$ cat src/rtl/game_ctrl.sv
// Pong match sequencer: runs idle/serve/play/pause/point/over, keeps both scores,
// gates and recentres the ball engine and drives the status LEDs.
module game_ctrl #(
   parameter int SCORE_W      = 4,
   parameter int WIN_SCORE    = 9,
   parameter int SERVE_FRAMES = 60,
   parameter int POINT_FRAMES = 90,
   parameter int LEDS_W       = 4
) (
   input  logic               clk_i,
   input  logic               rst_i,
   input  logic               frame_tick_i,
   input  logic               start_key_i,
   input  logic               miss_l_i,
   input  logic               miss_r_i,
   output logic               ball_en_o,
   output logic               ball_rst_o,
   output logic               serve_dir_o,
   output logic [SCORE_W-1:0] score_l_o,
   output logic [SCORE_W-1:0] score_r_o,
   output logic               winner_o,
   output logic [2:0]         state_o,
   output logic [LEDS_W-1:0]  leds_o
);

   localparam int MAXF  = (SERVE_FRAMES > POINT_FRAMES) ? SERVE_FRAMES : POINT_FRAMES;
   localparam int CNT_W = $clog2(MAXF + 1);
   localparam logic [SCORE_W-1:0] WIN = SCORE_W'(WIN_SCORE);

   typedef enum logic [2:0] {
      IDLE  = 3'd0,
      SERVE = 3'd1,
      PLAY  = 3'd2,
      PAUSE = 3'd3,
      POINT = 3'd4,
      OVER  = 3'd5
   } state_t;

   state_t             state_q, state_d;
   logic [CNT_W-1:0]   cnt_q, cnt_d;
   logic [SCORE_W-1:0] score_l_q, score_l_d, score_r_q, score_r_d;
   logic               dir_q, dir_d;
   logic               winner_q, winner_d;
   logic               key_q;
   logic               ball_en_q, ball_rst_q;
   logic [LEDS_W-1:0]  leds_q, leds_d;
   logic               start;

   always_comb begin
      start     = start_key_i & ~key_q;
      state_d   = state_q;
      score_l_d = score_l_q;
      score_r_d = score_r_q;
      dir_d     = dir_q;
      winner_d  = winner_q;
      case (state_q)
         IDLE, OVER: begin
            if (start) begin
               score_l_d = '0;
               score_r_d = '0;
               state_d   = SERVE;
            end
         end
         SERVE: begin
            if (frame_tick_i && cnt_q == CNT_W'(SERVE_FRAMES - 1)) state_d = PLAY;
         end
         PLAY: begin
            // a miss always beats a simultaneous start press
            if (miss_l_i && miss_r_i) begin
               dir_d   = ~dir_q;
               state_d = POINT;
            end else if (miss_l_i) begin
               if (score_r_q < WIN) score_r_d = score_r_q + SCORE_W'(1);
               dir_d   = 1'b0;
               state_d = POINT;
            end else if (miss_r_i) begin
               if (score_l_q < WIN) score_l_d = score_l_q + SCORE_W'(1);
               dir_d   = 1'b1;
               state_d = POINT;
            end else if (start) begin
               state_d = PAUSE;
            end
         end
         PAUSE: begin
            if (start) state_d = PLAY;
         end
         POINT: begin
            if (frame_tick_i && cnt_q == CNT_W'(POINT_FRAMES - 1))
               state_d = (score_l_q == WIN || score_r_q == WIN) ? OVER : SERVE;
         end
         default: state_d = IDLE;
      endcase

      if (state_d != state_q)
         cnt_d = '0;
      else if (frame_tick_i && (state_q == SERVE || state_q == POINT))
         cnt_d = cnt_q + CNT_W'(1);
      else
         cnt_d = cnt_q;

      if (state_d == OVER && state_q != OVER) winner_d = (score_r_q == WIN);

      leds_d = '0;
      leds_d[0] = (state_d == PLAY);
      leds_d[1] = (state_d == PAUSE);
      leds_d[2] = (state_d == OVER);
   end

   always_ff @(posedge clk_i) begin
      if (rst_i) begin
         state_q    <= IDLE;
         cnt_q      <= '0;
         score_l_q  <= '0;
         score_r_q  <= '0;
         dir_q      <= 1'b0;
         winner_q   <= 1'b0;
         key_q      <= 1'b1;
         ball_en_q  <= 1'b0;
         ball_rst_q <= 1'b1;
         leds_q     <= '0;
      end else begin
         state_q    <= state_d;
         cnt_q      <= cnt_d;
         score_l_q  <= score_l_d;
         score_r_q  <= score_r_d;
         dir_q      <= dir_d;
         winner_q   <= winner_d;
         key_q      <= start_key_i;
         ball_en_q  <= (state_d == PLAY);
         ball_rst_q <= (state_d == IDLE || state_d == SERVE || state_d == OVER);
         leds_q     <= leds_d;
      end
   end

   assign ball_en_o   = ball_en_q;
   assign ball_rst_o  = ball_rst_q;
   assign serve_dir_o = dir_q;
   assign score_l_o   = score_l_q;
   assign score_r_o   = score_r_q;
   assign winner_o    = winner_q;
   assign state_o     = state_q;
   assign leds_o      = leds_q;

endmodule

$ cat config.mk
export PLATFORM = sky130hd
export DESIGN_NAME = game_ctrl
export DESIGN_NICKNAME = d
export VERILOG_FILES = /design/src/rtl/game_ctrl.sv
export SDC_FILE = /design/constraint.sdc
export NUM_CORES = 1
export LEC_CHECK = 0
export ABC_AREA = 1
export CORE_ASPECT_RATIO = 1.75
export CORE_UTILIZATION = 41
export CTS_BUF_LIST = sky130_fd_sc_hd__clkbuf_4
export DETAILED_ROUTE_END_ITERATION = 10
export GPL_TIMING_DRIVEN = 0
export PLACE_DENSITY = 0.75
export SETUP_SLACK_MARGIN = 0.02
export SKIP_CTS_REPAIR_TIMING = 1
export SLEW_MARGIN = 40
export SYNTH_ARGS = -nofsm -noshare
export SYNTH_HDL_FRONTEND = slang
export SYNTH_SLANG_ARGS = --single-unit
$ cat constraint.sdc
create_clock -name clk_i -period 1.5 [get_ports clk_i]
set_input_delay 0.3 -clock clk_i [delete_from_list [all_inputs] [get_ports clk_i]]
set_output_delay 0.3 -clock clk_i [all_outputs]
set_load 0.01 [all_outputs]
; ---- After elaboration in Yosys (flattened, before gate mapping)
; Index checks and enable logic that the tools add are counted.
[word_totals]
reg_bits = 27
wordCells = 82
in_bits = 6
output_inout_bits = 19
[classes]
add_sub_neg = 3
n_reduce_logical = 18
bitwise = 3
n_lt_le_gt_ge = 2
n_mux = 23
n_eq_ne = 22
[ops]
columns = op, n
row1 = $mux W4, 8
row2 = $mux W3, 9
row3 = $pmux W4 S2, 2
row4 = $pmux W3 S5, 1
row5 = $ne A2 B2 Y1 const B, 7
row6 = $eq A3 B2 Y1 const B, 4
row7 = $eq A3 B3 Y1 const B, 3
row8 = $add A4 B1 Y4 const B, 2
row9 = $eq A4 B4 Y1 const B, 2
row10 = $lt A4 B4 Y1 const B, 2
row11 = $add A7 B1 Y7 const B, 1
row12 = $eq A7 B6 Y1 const B, 1
row13 = $eq A7 B7 Y1 const B, 1
row14 = $eq A3 B1 Y1 const B, 2
row15 = $logic_not A3 Y1, 2
row16 = $reduce_and A6 Y1, 1
row17 = $logic_and A1 B1 Y1, 5
row18 = $reduce_and A5 Y1, 1
row19 = $logic_or A1 B1 Y1, 4
row20 = $reduce_or A2 Y1, 2
row21 = $mux W1, 3
row22 = $ne A3 B3 Y1, 1
row23 = $ne A3 B3 Y1 const B, 1
row24 = $reduce_bool A3 Y1, 1
row25 = other kinds (4), 5

; ---- Logic depth before layout (Yosys ltp)
[depth]
word_depth = 10
ltp_mapped = 12
depth_no_buf = 12

; ---- Worst setup path after synthesis
; Ideal clock, no wire load.
[synth_path]
path_type = register to register
from = register score_r_q[1] (netlist: score_r_o[1])
to = register cnt_q[4]
path_stages_with_launch = 11
slack_ns = 0.065
setup_ns = 0.115
period_less_slack_ns = 1.435
t_arrival_ns = 1.320
n_path_buf = 0
t_required_ns = 1.385
path_cell_list = dfxtp_1 inv_1 ha_1 nand3_1 nand2_1 o21ai_1 nand3_1 nand2_1 nor2_2 nand2_4 nor2_4
[synth_between]
elab_chain_len = 7
[synth_lines]
columns = element, line
row1 = from (decl), 41  ; logic [SCORE_W-1:0] score_l_q, score_l_d, score_r_q, score_r_d;
row2 = from (signal assigned), 125  ; score_r_q <= score_r_d;
row3 = $eq A4 B4 Y1, 89  ; state_d = (score_l_q == WIN || score_r_q == WIN) ? OVER : SERVE;
row4 = $logic_or A1 B1 Y1, 89
row5 = $mux W3, 89
row6 = $mux W3, 88  ; if (frame_tick_i && cnt_q == CNT_W'(POINT_FRAMES - 1))
row7 = $pmux W3 S5, 56  ; case (state_q)
row8 = $ne A3 B3 Y1, 94  ; if (state_d != state_q)
row9 = $reduce_or A2 Y1 (no line), -
row10 = to (signal assigned), 123  ; cnt_q <= cnt_d;
row11 = to (decl), 40  ; logic [CNT_W-1:0] cnt_q, cnt_d;
; No other way between the ends.
; A chain may end at the register's enable or synchronous reset.

; ---- Final worst setup path
[layout_path]
from = register state_q[2] (netlist: state_o[2])
to = register cnt_q[0]
[layout_between]
elab_chain_len = 7
[layout_lines]
columns = element, line
row1 = from (decl), 39  ; state_t state_q, state_d;
row2 = from (signal assigned), 122  ; state_q <= state_d;
row3 = $mux W3, 80  ; end else if (start) begin
row4 = $mux W3, 76  ; end else if (miss_r_i) begin
row5 = $mux W3, 72  ; end else if (miss_l_i) begin
row6 = $mux W3, 69  ; if (miss_l_i && miss_r_i) begin
row7 = $pmux W3 S5, 56
row8 = $ne A3 B3 Y1, 94
row9 = $reduce_or A2 Y1 (no line), -
; Parallel ways exist; a longest one is shown, timed or not.

==> impl_metrics.tcl <==
set metrics [dict create \
    crit_required_ps 1750 \
    synth_top_area_share_pct 34.1 \
    final.setup_skew_ps 2.59 \
    final_cell_mix "23 x inv_1, 22 x nand2_1, 19 x dlymetal6s2s_1" \
    globalplace.congestion 0.804 \
    routed_wl_um 3950 \
    fp-row-count 28 \
    postRouteAntennaNets 0 \
    hold_viol 0 \
    status "complete, but fails checks" \
    setup-violations-final 13 \
    path_clk_slew_ps 150 \
    setup_tns_ps -493 \
    antenna_found_initial 0 \
    end_kind "register" \
    n_antenna_cell 0 \
    yosysSeqAreaShare_pct 34.1 \
    synth_area_um2 1470 \
    cts_max_level 1 \
    first_global_vias 1243 \
    synth.area.top_cells "dfxtp_1 34%, nand2_1 9.5%, inv_1 7.2%" \
    wl_per_cell_um 13.5 \
    final_common_cell "inv_1" \
    worstSetupPathType "reg2reg" \
    yosys_register_bits 25 \
    io_pins 25 \
    max-cap-violations 0 \
    min_path_cells 2 \
    die_x_um 47.2 \
    cts_max_path_buffers 2 \
    coreArea_um2 3400 \
    cts_tree "yes" \
    rsz0062_at_grt "true" \
    cts.sinks 25 \
    regArea_um2 541 \
    dp_hpwl_um 2480 \
    worstHoldStart "rst_i" \
    numCtsBuffers 3 \
    fp.dieArea_um2 3830 \
    syn_nets 221 \
    hold_class "in2reg" \
    area_growth_pct 53.9 \
    holdWs_ps 329 \
    layout-drive-gt1-share_pct 47.2 \
    start_util_pct 43.2 \
    grtUsageTotal_pct 18.1 \
    r2r_start "state_o[2]" \
    cts-root-buf "clkbuf_4" \
    hold_end "state_o[0]" \
    finalWorstSetupSlack_ps -62.5 \
    power.density_nw_per_um2 602 \
    reg2reg_depth 11 \
    finalCritPeriodShare_pct 104 \
    ys_warn_count 0 \
    leakage_uw 0.00118 \
    grt_max_degree 16 \
    yosysTopAreaCell "dfxtp_1" \
    num-nets-final 263 \
    max_freq_mhz 640 \
    multi_input_area_um2 1080 \
    r2r_end "cnt_q[0]" \
    die_h_um 81.1 \
    insertion_delay_ps 340 \
    final_util_pct 66.4 \
    syn_area_per_cell_um2 7.08 \
    remaining_drc_errors 0 \
    drt_iter0_markers 16 \
    io_buffers 22 \
    crit_arrival_ps 1810 \
    grt_overflow_total 0 \
    viasPerCell 4.96 \
    yosysUniqueCellTypes 27 \
    vias 1454 \
    syn_inst 207 \
    violations "negative setup slack" \
    period_minus_slack_ps 1560 \
    r2r_slack_ps -60 \
    fillers 274 \
    final_max_slew_viol_count 0 \
    worst_setup_path_start_kind "register" \
    grt_pass1_wl_um 4990 \
    peakVddDrop_mv 0.603 \
    cp_max_fo 7 \
    drtPass1Iterations 4 \
]
[cell usage after synthesis, drive strengths merged]
| cell | number |
|---|---|
| a21oi | 13 |
| a31oi | 1 |
| buf | 2 |
| clkbuf | 1 |
| conb | 1 |
| dfxtp | 25 |
| ha | 8 |
| inv | 36 |
| nand2 | 47 |
| nand3 | 17 |
| nand3b | 1 |
| nand4 | 2 |
| nor2 | 32 |
| nor3 | 4 |
| o21ai | 8 |
| or2 | 1 |
| xnor2 | 4 |
| xor2 | 4 |
[kinds of logic (layout without fill, tap and decap cells)]
kind of cell / Yosys count / in the layout / share of synthesized area [%]
and+or+nand+nor: 104 / 104 / 35.7
buffers and inverters: 39 / 80 / 10.5
DFF: 25 / 25 / 34.1
AOI/OAI and AO/OA: 22 / 22 / 7.85
adders and majority gates: 8 / 8 / 6.83
xor gates and xnor gates: 8 / 8 / 4.78
other: 1 / 1 / 0.256
[worst max-delay path, stage by stage, from the launching register on]
cell	delay, ps
dfxtp_4	440
inv_2	100
nand2_2	80
nor2_1	50
o21ai_1	160
nand2_2	100
nor2_4	150
nand2_4	80
nand2_2	70
nand2_2	60
nand2_4	140
nor2_2	40
[per-stage QoR]
stage	worst slack, ps	power (uW)	area [um2]	instances
global placement	-357	945	1740	274
global route	-114	1430	2260	293
detailed placement	-351	950	1740	274
CTS	-227	1270	1770	278
floorplan	65.0	879	1470	207
finish	-62.5	1360	2260	293
[registers in the layout, summed over array words and instances (netlist names)]
name	count
state_o	3
ball_rst_o	1
serve_dir_o	1
cnt_q	7
score_r_o	4
key_q	1
score_l_o	4
winner_o	1
leds_o	3
[area by class of cell]
class / instances / area share (%)
clock inverter: 1 / 0.333
clock buffer: 3 / 0.998
inverter: 36 / 6.54
timing repair buffer: 37 / 17.2
tap: 45 / 2.49
multi-input combinational: 143 / 47.7
buffer: 3 / 0.831
sequential: 25 / 23.9
[routing by layer]
metal / GRT usage (%) / vias up / wire, um
li1: - / 720 / -
met1: 16.5 / 678 / 1340
met2: 36.4 / 37 / 2300
met3: 1.33 / 19 / 74
met4: 8.57 / 0 / 234
met5: 0 / - / 0
[where the power goes]
part           switching [uW]  total, uW  internal, uW  leakage, uW
Clock                     226        329           103    0.0000139
Combinational             204        336           131     0.000950
Sequential               21.0        694           673     0.000212
Total                     451       1360           907      0.00118
[how the worst max path moves through the flow]
stage,cells past startpoint,slack [ps],end,startpoint
after floorplan,10,60,cnt_q[4],score_r_o[1]
after global placement,10,-360,cnt_q[4],frame_tick_i
after detailed placement,9,-350,ball_rst_o,frame_tick_i
after CTS,1,-230,state_o[0],state_o[0]
after global routing,12,-110,cnt_q[0],state_o[0]
final,11,-60,cnt_q[0],state_o[2]
(Power assumes the default switching activity.)
==> variant 1 (same settings) <==
Register the inputs `frame_tick_i`, `start_key_i`, `miss_l_i` and `miss_r_i` before use, without a reset. The logic sees them one clock later.
--- a/src/rtl/game_ctrl.sv
+++ b/src/rtl/game_ctrl.sv
@@ -37,4 +37,16 @@
    } state_t;
 
+   logic frame_tick_q;
+   logic start_key_q;
+   logic miss_l_q;
+   logic miss_r_q;
+
+   always_ff @(posedge clk_i) begin
+      frame_tick_q <= frame_tick_i;
+      start_key_q  <= start_key_i;
+      miss_l_q     <= miss_l_i;
+      miss_r_q     <= miss_r_i;
+   end
+
    state_t             state_q, state_d;
    logic [CNT_W-1:0]   cnt_q, cnt_d;
@@ -48,5 +60,5 @@
 
    always_comb begin
-      start     = start_key_i & ~key_q;
+      start     = start_key_q & ~key_q;
       state_d   = state_q;
       score_l_d = score_l_q;
@@ -63,16 +75,16 @@
          end
          SERVE: begin
-            if (frame_tick_i && cnt_q == CNT_W'(SERVE_FRAMES - 1)) state_d = PLAY;
+            if (frame_tick_q && cnt_q == CNT_W'(SERVE_FRAMES - 1)) state_d = PLAY;
          end
          PLAY: begin
             // a miss always beats a simultaneous start press
-            if (miss_l_i && miss_r_i) begin
+            if (miss_l_q && miss_r_q) begin
                dir_d   = ~dir_q;
                state_d = POINT;
-            end else if (miss_l_i) begin
+            end else if (miss_l_q) begin
                if (score_r_q < WIN) score_r_d = score_r_q + SCORE_W'(1);
                dir_d   = 1'b0;
                state_d = POINT;
-            end else if (miss_r_i) begin
+            end else if (miss_r_q) begin
                if (score_l_q < WIN) score_l_d = score_l_q + SCORE_W'(1);
                dir_d   = 1'b1;
@@ -86,5 +98,5 @@
          end
          POINT: begin
-            if (frame_tick_i && cnt_q == CNT_W'(POINT_FRAMES - 1))
+            if (frame_tick_q && cnt_q == CNT_W'(POINT_FRAMES - 1))
                state_d = (score_l_q == WIN || score_r_q == WIN) ? OVER : SERVE;
          end
@@ -94,5 +106,5 @@
       if (state_d != state_q)
          cnt_d = '0;
-      else if (frame_tick_i && (state_q == SERVE || state_q == POINT))
+      else if (frame_tick_q && (state_q == SERVE || state_q == POINT))
          cnt_d = cnt_q + CNT_W'(1);
       else
@@ -126,5 +138,5 @@
          dir_q      <= dir_d;
          winner_q   <= winner_d;
-         key_q      <= start_key_i;
+         key_q      <= start_key_q;
          ball_en_q  <= (state_d == PLAY);
          ball_rst_q <= (state_d == IDLE || state_d == SERVE || state_d == OVER);
Formal check against the unedited RTL: not equivalent (a bounded check fails within 4 cycles, from zero or initial values and one cycle with rst_i high).
==> variant 1 against the unedited design <==
The run still ends with negative setup slack left. Routed wire length decreased by 16%. Clock power increased by 30%. Worst setup slack improved by 34 ps. Global-route usage is 1.5 points lower. Critical endpoint is now cnt_q[2]$_SDFFE_PP0P_. Design area decreased by 2.1%. Power grew 19%. Synthesized area rose by 9.2%. Sequential cell count is 4 higher.
==> variant 1: results (changes against the unedited design) <==
# diodes: 0 (unchanged)
Area of placed instances: 1880 um^2 (+7.8%)
Setup WS pre-CTS: -157 ps (+193 ps)
Seq/Total Area, Yosys: 0.362 (+0.0212)
Comb. pwr: 355 uW (+6%)
H-tree depth: 2 (+1)
Status: finished, violations left
WHS: 362 ps (+32.9 ps)
Critical path arrival: 1790 ps (-20 ps)
DRT iter0 DRCs: 22 (+6)
Reg with most FFs: cnt_q
Met2 Use GR: 0.311 (-0.0526)
Final Setup Violations: 6 (-7)
Clock Skew: 7.16 ps (+4.58 ps)
Setup_tns: -100 ps (+393 ps)
Async set-reset flop share out of synthesis: 0 (unchanged)
Grt met3 use: 0.0380 (+0.0247)
Logic pwr share: 0.220 (-0.027)
Clock Pin Slew Worst Setup and Hold Paths: 80 ps (-70 ps)
Post-Place Cells: 279 (+1.8%)
Synth top area cells: dfxtp_1 36%, nand2_1 9.6%, inv_1 6.6%
Top post-synthesis cells by count: 41 x nand2_1, 29 x dfxtp_1, 28 x inv_1
Worst VDD drop: 595 uV (-1.4%)
Nets: 266 (+1.1%)
TritonCTS buffer count: 5 (+2)
Mapped Cells: 211 (+1.9%)
GR Util All Layers: 0.166 (-0.0149)
Net switching power figure: 498 uW (+10%)
Fraction of layout cells with a size suffix above 1: 0.360 (-0.112)
GR Util met1: 0.146 (-0.0196)
IO buf count: 22 (unchanged)
Syn Nets: 225 (+1.8%)
Initial antenna violation count: 0 (unchanged)
Vias in the first global route: 1337 (+7.6%)
GPL Wtd Cong: 0.821 (+2.1%)
Pleak: 1.17 nW (-0.31%)
Wirelength per Cell: 11.1 um (-17%)
Dpl hpwl: 2.38 mm (-3.8%)
Pin count of the biggest net entering global routing: 10 (-6)
Via/cell ratio: 4.85 (-2.2%)
Failing checks: negative setup slack
Setup ws final: -28.1 ps (+34.4 ps)
Vias: 1451 (-0.21%)
Cell variety after synth: 32 (+19%)
==> variant 1: cell types whose count changed after synthesis, sizes merged, moves of 3 or more <==
cell and change:
a21oi -7, inv -4, a211oi +3, nand3 +4, nand2 +4, dfxtp +4
==> variant 1: worst max-delay path: stages, from the launching register on <==
cell and delay (ps):
dfxtp_4 410, inv_6 50, nand2_1 70, nand2_1 110
nand2_4 120, nand2_2 50, nand2_2 90, nand4_1 160
nand2_2 120, nand3_4 150, nor2_2 140
==> variant 1: per-layer routing <==
metal  vias up  wire length (um)
li1        745                 -
met3        13               105
met4         0               129
met1       668              1260
met2        25              1840
met5         -                 0
==> variant 1: worst paths after layout <==
kind / start / end / slack (ps) / depth (start not counted)
setup / recovery: state_o[1]$_SDFF_PP0_ / cnt_q[2]$_SDFFE_PP0P_ / -30 / 10
hold / removal: rst_i / leds_o[2]$_SDFF_PP0_ / 360 / 2
hold reg to reg: start_key_q$_DFF_P_ / key_q$_SDFF_PP1_ / 420 / 2
setup reg to reg: state_o[1]$_SDFF_PP0_ / cnt_q[2]$_SDFFE_PP0P_ / -30 / 10
==> variant 1: kinds of logic (layout without fill, tap and decap cells) <==
group	after synthesis	after routing	share of synthesized area
XOR/XNOR	6	6	0.0328
adder cells (fa/ha/maj)	8	8	0.0625
AND/OR/NAND/NOR	114	114	0.385
buffers and inverters	37	79	0.0961
AO/OA/AOI/OAI	16	16	0.0586
other	1	1	0.00234
flip-flops	29	29	0.363
==> variant 1: area by class of cell <==
type                       count  area, um^2  area share
inverter                      33         131      0.0594
buffer                         4        30.0      0.0136
timing repair buffer          34         359       0.162
multi-input combinational    145         972       0.440
clock buffer                   5        37.5      0.0170
sequential                    29         611       0.276
clock inverter                 3        12.5     0.00566
tap                           46        57.6      0.0260
==> variant 2 (same flow settings) <==
Made on the original files. Set the parameter `LEDS_W` to 3 (it was 4).
--- a/src/rtl/game_ctrl.sv
+++ b/src/rtl/game_ctrl.sv
@@ -6,5 +6,5 @@
    parameter int SERVE_FRAMES = 60,
    parameter int POINT_FRAMES = 90,
-   parameter int LEDS_W       = 4
+   parameter int LEDS_W       = 3
 ) (
    input  logic               clk_i,
Ports: changed (resized leds_o); port bits go from 25 to 24. No check against the original RTL was run, so the function may have changed too.
==> variant 2 against the unedited design <==
The flow still finishes with violations (negative setup slack). Count of clock-buffer cells in the layout unchanged. Power is 6.3% lower. Worst setup slack improved by 22 ps. Synthesized area fell by 0.77%. Critical path depth is the same. Design area down 14%. Hold slack better by 12 ps. Routed wire length down 18%. Sequential power about the same. Sequential cell count unchanged. Critical path type unchanged. Largest cell class unchanged.
==> variant 2: results (changes against the unedited design) <==
Vias in the first global route: 1237 (-0.48%)
Failing checks: negative setup slack
Vias: 1357 (-6.7%)
First-pass detailed-route iteration total: 4 (unchanged)
GR Util All Layers: 0.177 (-0.00410)
Reg with most FFs: cnt_q
Clock Pin Slew Worst Setup and Hold Paths: 150 ps (about the same)
Status: finished, violations left
Pleak: 1.04 nW (-11%)
Setup ws final: -40.8 ps (+21.7 ps)
Clock tree buffer depth: 2 (unchanged)
First-pass GRT wire length: 4.90 mm (-1.8%)
Latest clock arrival within the worst-skew pair: 330 ps
Filler cell count: 329 (+20%)
Cell variety after synth: 26 (-3.7%)
Yosys warning total: 0 (unchanged)
Fraction of layout cells with a size suffix above 1: 0.303 (-0.168)
Initial antenna violation count: 0 (unchanged)
Max FFs per register: 7 (unchanged)
Syn Nets: 219 (-0.90%)
Critical path arrival: 1790 ps (-20 ps)
Drt total wl: 3.23 mm (-18%)
Async set-reset flop share out of synthesis: 0 (unchanged)
DRT iter0 DRCs: 26 (+10)
Worst-margin pin slew: 435 ps
Worst setup startpoint: cnt_q[1]$_SDFFE_PP0P_
Area of placed instances: 1730 um^2 (-0.65%)
TritonCTS buffer count: 3 (unchanged)
Final Setup Violations: 7 (-6)
R2R cell count: 11 (unchanged)
HP Class: in -> reg
Synth top area cells: dfxtp_1 34%, nand2_1 9.5%, inv_1 7.2%
Dpl hpwl: 2.48 mm (+0.15%)
Top post-synthesis cells by count: 37 x nand2_1, 28 x inv_1, 25 x dfxtp_1
# diodes: 0 (unchanged)
Crit path capture: cnt_q[5]$_SDFFE_PP0P_
CP max FO: 7 (unchanged)
H-tree depth: 1 (unchanged)
IO buf count: 22 (unchanged)
Setup_tns: -254 ps (+239 ps)
Clock Skew: 6.29 ps (+3.70 ps)
Nets: 249 (-5.3%)
WHS Path Cells: 2 (unchanged)
Worst VDD drop: 437 uV (-28%)
Seq/Total Area, Yosys: 0.344 (+0.00264)
Pin count of the biggest net entering global routing: 16 (unchanged)
Reg-to-reg critical path startpoint: cnt_q[1]$_SDFFE_PP0P_
Synth area leader: dfxtp_1
GPL Wtd Cong: 0.830 (+3.2%)
Root Buffer Master: clkbuf_4
Drt drc: 0 (unchanged)
## variant 2: cell count changes after synthesis, sizes merged
cell / change
conb: -1
buf: -1
## variant 2: worst min path at each step
stage	slack [ps]	start	endpoint
global placement	470	serve_dir_o$_SDFFE_PP0P_	serve_dir_o$_SDFFE_PP0P_
finish	340	rst_i	state_o[0]$_SDFF_PP0_
detailed placement	470	serve_dir_o$_SDFFE_PP0P_	serve_dir_o$_SDFFE_PP0P_
global route	340	rst_i	state_o[0]$_SDFF_PP0_
CTS	330	rst_i	state_o[0]$_SDFF_PP0_
floorplan	410	miss_l_i	serve_dir_o$_SDFFE_PP0P_
## variant 2: kinds of logic after synthesis
logic type | share of synthesized area
DFF | 0.344
adders and majority gates | 0.0688
buffers and inverters | 0.101
and+or+nand+nor | 0.359
AOI/OAI and AO/OA | 0.0791
xor gates and xnor gates | 0.0481
## variant 2: power by group
group	leakage [nW]	internal, mW	total (mW)	switching, mW
registers	0.212	0.674	0.695	0.0216
clock network	0.0139	0.102	0.331	0.229
logic	0.818	0.0941	0.246	0.152
total	1.04	0.870	1.27	0.402
## variant 2: metrics by stage
step / std cells / util / setup WS, ps / hold slack, ps
4_1_cts: 276 / 0.518 / -225 / 331
6_report: 279 / 0.573 / -40.8 / 341
3_3_place_gp: 272 / 0.510 / -345 / 468
3_5_place_dp: 272 / 0.510 / -330 / 465
2_1_floorplan: 205 / - / 65.0 / 408
5_1_grt: 279 / 0.573 / -120 / 344
## variant 2: worst max-delay path, stage by stage (launching register included)
cell and delay (ps):
dfxtp_4 400, inv_4 60, ha_4 120, nand2_2 60, nor2_2 130, nand2_1 80, o21ai_2 190, nand3_1 90
nand2_1 90, nor2_2 50, nand2_4 140, nor2_2 40
## variant 2: layer usage
layer,global-route usage,up-vias,part of all wire
met3,0.0156,6,0.017
met1,0.158,635,0.36
met4,0.0771,0,0.017
met5,0,-,0
met2,0.361,19,0.60
li1,-,697,-
## variant 2: cell type report
| cell class | instances | share of cell area |
|---|---|---|
| Multi-Input combinational cell | 142 | 0.452 |
| Sequential cell | 25 | 0.276 |
| Timing Repair Buffer | 25 | 0.148 |
| Inverter | 36 | 0.0745 |
| Tap cell | 45 | 0.0289 |
| Clock buffer | 3 | 0.0116 |
| Buffer | 2 | 0.00578 |
| Clock inverter | 1 | 0.00386 |
